<file path="src/rtl/teak_mutex_n_if.sv">
// -----------------------------------------------------------------------------
// teak_mutex_n_if
// Handshake bundle between N four-phase requesters and the teak_mutex_n
// arbiter.
//
//   req     N    four-phase request, one bit per channel (requester -> arbiter)
//   gnt     N    four-phase grant, one-hot or zero      (arbiter -> requester)
//   gnt_id  GW   index of current / most recent grantee (arbiter -> requester)
//   busy    1    high while any gnt bit is high          (arbiter -> requester)
//
// Modports:
//   master  the requester side (drives req)
//   slave   the arbiter side   (drives gnt, gnt_id, busy)
// -----------------------------------------------------------------------------
interface teak_mutex_n_if #(
    parameter int N = 2
);
    localparam int GW = $clog2(N);

    logic [N-1:0]  req;
    logic [N-1:0]  gnt;
    logic [GW-1:0] gnt_id;
    logic          busy;

    modport master (
        output req,
        input  gnt,
        input  gnt_id,
        input  busy
    );

    modport slave (
        input  req,
        output gnt,
        output gnt_id,
        output busy
    );
endinterface

</file>
<file path="src/rtl/teak_mutex_n.sv">
// -----------------------------------------------------------------------------
// teak_mutex_n
// Clocked N-way mutual-exclusion arbiter with four-phase (return-to-zero)
// request/grant handshakes and round-robin fairness. At most one channel is
// granted at a time, and every grant is separated from the next by at least
// one cycle with all grants low.
//
// Parameters:
//   N            number of channels, 2..16
//   SYNC_STAGES  synchroniser depth per request bit (>= 2), only used when
//                TEAK_MUTEX_SYNC_EN is defined
//
// Ports:
//   clk      single clock, all state changes on its rising edge
//   reset_n  asynchronous active-low reset
//   bus      teak_mutex_n_if.slave: req in, gnt / gnt_id / busy out
//
// Configuration macro:
//   TEAK_MUTEX_SYNC_EN  when defined, each req bit passes through a
//                       SYNC_STAGES-deep flop chain so req may be fully
//                       asynchronous to clk. When undefined, req is used
//                       directly and must be synchronous to clk.
// -----------------------------------------------------------------------------
module teak_mutex_n #(
    parameter int N           = 2,
    parameter int SYNC_STAGES = 2
) (
    input  logic           clk,
    input  logic           reset_n,
    teak_mutex_n_if.slave  bus
);
    localparam int GW = $clog2(N);

    typedef enum logic [0:0] {
        ST_IDLE  = 1'b0,
        ST_GRANT = 1'b1
    } state_t;

    state_t        state_r;
    logic [N-1:0]  gnt_r;
    logic [GW-1:0] gnt_id_r;
    logic          busy_r;
    logic [GW-1:0] ptr_r;

    logic [N-1:0]  r_s;
    logic [GW:0]   win_s;
    logic          win_valid_s;
    logic [GW-1:0] win_idx_s;

    // First set bit of r scanning upward from p, wrapping past N-1 to 0.
    // Result is {found, index}.
    function automatic logic [GW:0] find_winner(input logic [N-1:0]  r,
                                                 input logic [GW-1:0] p);
        logic          found;
        logic [GW-1:0] w;
        int            idx;
        found = 1'b0;
        w     = {GW{1'b0}};
        for (int i = 0; i < N; i++) begin
            idx = (int'(p) + i) % N;
            if (!found && r[idx]) begin
                found = 1'b1;
                w     = GW'(idx);
            end else begin
                found = found;
            end
        end
        return {found, w};
    endfunction

    // Round-robin pointer advance: (w + 1) mod N.
    function automatic logic [GW-1:0] next_ptr(input logic [GW-1:0] w);
        int n;
        n = (int'(w) + 1) % N;
        return GW'(n);
    endfunction

    // One-hot grant vector for channel w.
    function automatic logic [N-1:0] onehot(input logic [GW-1:0] w);
        logic [N-1:0] v;
        v    = {N{1'b0}};
        v[w] = 1'b1;
        return v;
    endfunction

    // Illegal synchroniser depth: nothing is built, the block only marks it.
    if (SYNC_STAGES < 2) begin : g_sync_stages_below_minimum
    end

`ifdef TEAK_MUTEX_SYNC_EN
    logic [N-1:0] sync_r [SYNC_STAGES];

    // Request synchroniser chain; stage 0 captures the raw asynchronous req.
    always_ff @(posedge clk or negedge reset_n) begin
        if (!reset_n) begin
            for (int i = 0; i < SYNC_STAGES; i++) begin
                sync_r[i] <= {N{1'b0}};
            end
        end else begin
            sync_r[0] <= bus.req;
            for (int i = 1; i < SYNC_STAGES; i++) begin
                sync_r[i] <= sync_r[i-1];
            end
        end
    end

    assign r_s = sync_r[SYNC_STAGES-1];
`else
    assign r_s = bus.req;
`endif

    assign win_s       = find_winner(r_s, ptr_r);
    assign win_valid_s = win_s[GW];
    assign win_idx_s   = win_s[GW-1:0];

    // Arbitration FSM with registered grant outputs.
    // Release is detected by masking r with the held grant, so a release and a
    // new request in the same cycle only take the release; arbitration for the
    // pending request happens from IDLE on the following edge, which also
    // guarantees the all-low gap between grants.
    always_ff @(posedge clk or negedge reset_n) begin
        if (!reset_n) begin
            state_r  <= ST_IDLE;
            gnt_r    <= {N{1'b0}};
            gnt_id_r <= {GW{1'b0}};
            busy_r   <= 1'b0;
            ptr_r    <= {GW{1'b0}};
        end else begin
            case (state_r)
                ST_IDLE: begin
                    if (win_valid_s) begin
                        gnt_r    <= onehot(win_idx_s);
                        gnt_id_r <= win_idx_s;
                        busy_r   <= 1'b1;
                        ptr_r    <= next_ptr(win_idx_s);
                        state_r  <= ST_GRANT;
                    end else begin
                        gnt_r    <= {N{1'b0}};
                        busy_r   <= 1'b0;
                        state_r  <= ST_IDLE;
                    end
                end
                ST_GRANT: begin
                    if ((r_s & gnt_r) == {N{1'b0}}) begin
                        gnt_r    <= {N{1'b0}};
                        busy_r   <= 1'b0;
                        state_r  <= ST_IDLE;
                    end else begin
                        gnt_r    <= gnt_r;
                        busy_r   <= 1'b1;
                        state_r  <= ST_GRANT;
                    end
                end
                default: begin
                    gnt_r    <= {N{1'b0}};
                    busy_r   <= 1'b0;
                    state_r  <= ST_IDLE;
                end
            endcase
        end
    end

    assign bus.gnt    = gnt_r;
    assign bus.gnt_id = gnt_id_r;
    assign bus.busy   = busy_r;
endmodule

</file>
<file path="src/flat_wrapper.sv">
// flat-port wrapper written by rule: the top's interface ports become plain ports
module teak_mutex_n_flat 
#(
    parameter int N           = 2,
    parameter int SYNC_STAGES = 2
)
  (clk, reset_n, bus_req, bus_gnt, bus_gnt_id, bus_busy);
  teak_mutex_n_if #(.N(N)) bus_i ();
  input  logic clk;
  input  logic reset_n;
  input wire logic [$bits(bus_i.req)-1:0] bus_req;
  output wire logic [$bits(bus_i.gnt)-1:0] bus_gnt;
  output wire logic [$bits(bus_i.gnt_id)-1:0] bus_gnt_id;
  output wire logic [$bits(bus_i.busy)-1:0] bus_busy;
  assign bus_i.req = bus_req;
  assign bus_gnt = bus_i.gnt;
  assign bus_gnt_id = bus_i.gnt_id;
  assign bus_busy = bus_i.busy;
  teak_mutex_n #(.N(N), .SYNC_STAGES(SYNC_STAGES)) u_core (.clk(clk), .reset_n(reset_n), .bus(bus_i));
endmodule
</file>
<file path="config.mk">
export PLATFORM = sky130hd
export DESIGN_NAME = teak_mutex_n_flat
export DESIGN_NICKNAME = d
export VERILOG_FILES = /design/src/rtl/teak_mutex_n_if.sv /design/src/rtl/teak_mutex_n.sv /design/src/flat_wrapper.sv
export SDC_FILE = /design/constraint.sdc
export NUM_CORES = 1
export LEC_CHECK = 0
export ABC_AREA = 1
export BUFFER_PORTS_ARGS = -buffer_cell sky130_fd_sc_hd__buf_2
export CELL_PAD_IN_SITES_DETAIL_PLACEMENT = 0
export CELL_PAD_IN_SITES_GLOBAL_PLACEMENT = 1
export CORE_AREA = 2 2 39 41
export DETAILED_ROUTE_END_ITERATION = 10
export DIE_AREA = 0 0 41 43
export GPL_TIMING_DRIVEN = 0
export MAX_ROUTING_LAYER = met4
export PLACE_DENSITY_LB_ADDON = 0.3
export SLEW_MARGIN = 20
export SYNTH_ARGS = -nofsm -noshare
export SYNTH_HDL_FRONTEND = slang
export SYNTH_SLANG_ARGS = --single-unit
</file>
<file path="constraint.sdc">
create_clock -name clk -period 0.95 [get_ports clk]
set_clock_uncertainty 0.15 [all_clocks]
set_input_delay 0 -clock clk [delete_from_list [all_inputs] [get_ports clk]]
set_output_delay 0 -clock clk [all_outputs]
set_load 0.005 [all_outputs]
</file>
==> results.yml <==
pwr:
  p_sw_w: 0.0003422
  swShare_pct: 34.74
  p_leak_nw: 0.1912
  combinationalPowerShare_pct: 36.8
  power.internal_w: 0.0006430
  ir_worst_vdd_mv: 1.165
  pwr-share-seq_pct: 38.7
  power_density_nw_per_um2: 2833
  pwr-share-clk_pct: 24.5
clock_tree:
  root_buffer: "clkbuf_4"
  clock-sinks: 5
  cts_tree: "done"
  cts_buffers: 3
  clkTransAtPathRegs_ps: 40
  clk_path_buf_depth: 2
  insertion_delay_ps: 240
  h-tree-depth: 1
  cts-hold-fix-buffers: 2
final_layout:
  nNetsFinal: 46
  final_cell_mix: "nand2_1 (12), buf_2 (6), dfrtp_1 (5)"
  final_common_cell: "nand2_1"
  synthToLayoutAreaGrowth_pct: 62.57
  final_cell_area_um2: 347.8
  diodes: 0
  layout-drive-gt1-share_pct: 39.02
worst_setup_path:
  worstSetupPathDepth: 4
  crit_top_cell: "nand2_1"
  reg2reg_from: "u_core.state_r"
  path_max_fanout: 4
  cp-end-kind: "flip-flop"
  r2r_cells: 4
  crit_path_top_delay_cell: "dfrtp_1"
  cp_top_family: "flip-flops"
  startpoint: "u_core.state_r"
  path_class: "flip-flop to flip-flop"
  worstPathArrival_ps: 930
  endpoint: "u_core.bus.gnt_id"
  rr_endpoint: "u_core.bus.gnt_id"
  crit_required_ps: 930
  regToRegSetupSlack_ps: 4
  path_buf_inv: 1
  startpoint_type: "flip-flop"
  cpPeakStageDelay_ps: 410
  path_cells: "inv_2 > o21ai_4 > nand2_1 > nand2_1"
placed_design:
  placed_cell_area_um2: 269.0
  port_buffers: 7
  gp_congestion: 0.7062
  pre_cts_ws_ps: -22.61
  dpl.hpwl_um: 369.6
routing:
  routed_wl_um: 493
  post-route-drc-count: 0
  dr.pass1.iters: 2
  drt_first_iter_violations: 4
  num_vias: 218
  wl_per_cell_um: 8.649
  vias_per_cell: 3.825
  antenna_left: 0
yosys:
  synth_seq_cells: 5
  synth_top_cell_by_area: "dfrtp_1"
  avgSynthCellArea_um2: 8.229
  synth_top_area_share_pct: 58.48
  ys_top_cells_by_area: "dfrtp_1 (58%), nand2_1 (23%), nand3_1 (7.0%)"
  synthesis.nets: 30
  ys_seq_area_share_pct: 58.48
  syn-instance-count: 26
  syn_area_um2: 214.0
  yosysWarningCount: 0
  synth_cell_types: 6
sta:
  drv_slew: 0
  fin_crit_sh_pct: 99.62
  worst_pin_slew_ps: 141.8
  finalCriticalPeriod_ps: 946.3
  timing.slew.headroom_pct: 90.51
  rsz0062_at_grt: "true"
  fmax_mhz: 1057
  finalHoldViolCount: 5
  setup_ws_ps: 3.657
  report.final.setup_viol: 0
  hold_ws_ps: -81.86
status:
  status: "finished, violations left"
  violations: "negative hold slack"
grt:
  grt_antenna_before_repair: 0
  grt_use_total_pct: 7.668
  grt_first_pass_wirelength_um: 779
  grt_pass1_vias: 193
  overflow: 0
  grt_max_degree: 6
floorplan:
  initial_core_util_pct: 15.46
  die_x_um: 41
  coreArea_um2: 1384
  die_h_um: 43
  num_rows: 14
  io_pins: 8
  die_area_um2: 1763
flow_run:
  maxCapViolations: 0
hold_path:
  min_path_type: "input port to flip-flop"
## worst min path at each step
stage / from / cells after the start / to / slack [ps]
finish: bus_req[0] / 3 / u_core.state_r / -80
global route: bus_req[0] / 3 / u_core.state_r / -80
CTS: bus_req[0] / 3 / u_core.state_r / -90
detailed placement: reset_n / 1 / u_core.bus.gnt_id / -330
global placement: reset_n / 1 / u_core.bus.gnt[0] / -330
floorplan: reset_n / 0 / u_core.bus.gnt[0] / -450
## logic make-up (layout without fill, tap and decap cells)
| logic type | Yosys count | in the layout | synth area share (%) |
|---|---|---|---|
| AO/OA/AOI/OAI | 2 | 2 | 6.431 |
| AND/OR/NAND/NOR | 16 | 16 | 29.82 |
| buffers and inverters | 3 | 18 | 5.263 |
| flip-flops | 5 | 5 | 58.48 |
## power groups by stage
stage	registers, W	logic, W	clock network, W
floorplan	0.000383	0.000143	0
global placement	0.000383	0.000269	0
detailed placement	0.000385	0.000267	0
CTS	0.000386	0.000277	0.000255
global route	0.000395	0.000407	0.000266
finish	0.000381	0.000362	0.000242
## per-layer routing
metal  GRT usage (%)  wire length [um]
met3           3.141                27
met1           8.882               226
met4           10.00                10
met5               -                 0
met2           8.125               228
## worst register-to-register path, cell delays in order, from the launching register on
cell and delay, ps:
dfrtp_1 410, inv_2 100, o21ai_4 70, nand2_1 70, nand2_1 40
## synth_stat cells (all sizes together)
cell type and number:
nand3 3, a21oi 1, nand2 13, dfrtp 5, o21ai 1, inv 3
## area by class of cell
class                      instances  area, um2
fill                             157       1036
sequential                         5      125.1
multi-input combinational         18      92.59
timing repair buffer              11      72.57
clock buffer                       4      26.28
tap                               16      20.02
inverter                           3      11.26
## registers in the layout, summed over array words and instances (netlist names)
name / count
u_core.bus.gnt: 2
u_core.bus.gnt_id: 1
u_core.ptr_r: 1
u_core.state_r: 1
## per-stage QoR
stage	instances	TNS (ps)	total power (W)	utilization, %	hold WS [ps]
after floorplan	26	0	0.0005263	-	-445.6
after global placement	49	-32.92	0.0006523	19.44	-331.7
after detailed placement	49	-44.12	0.0006519	19.44	-326.5
after CTS	55	-10.13	0.0009186	22.78	-85.77
after global routing	57	-162.7	0.001069	25.14	-78.08
final	57	0	0.0009852	25.14	-81.86
## what timing repair did
action	CTS	global route
endpoints found under the setup margin	2	8
pin swaps	0	2
gates resized for setup	1	4
hold endpoints to repair	10	5
buffers inserted	0	2
No activity file was read; power rests on OpenSTA's default activity.
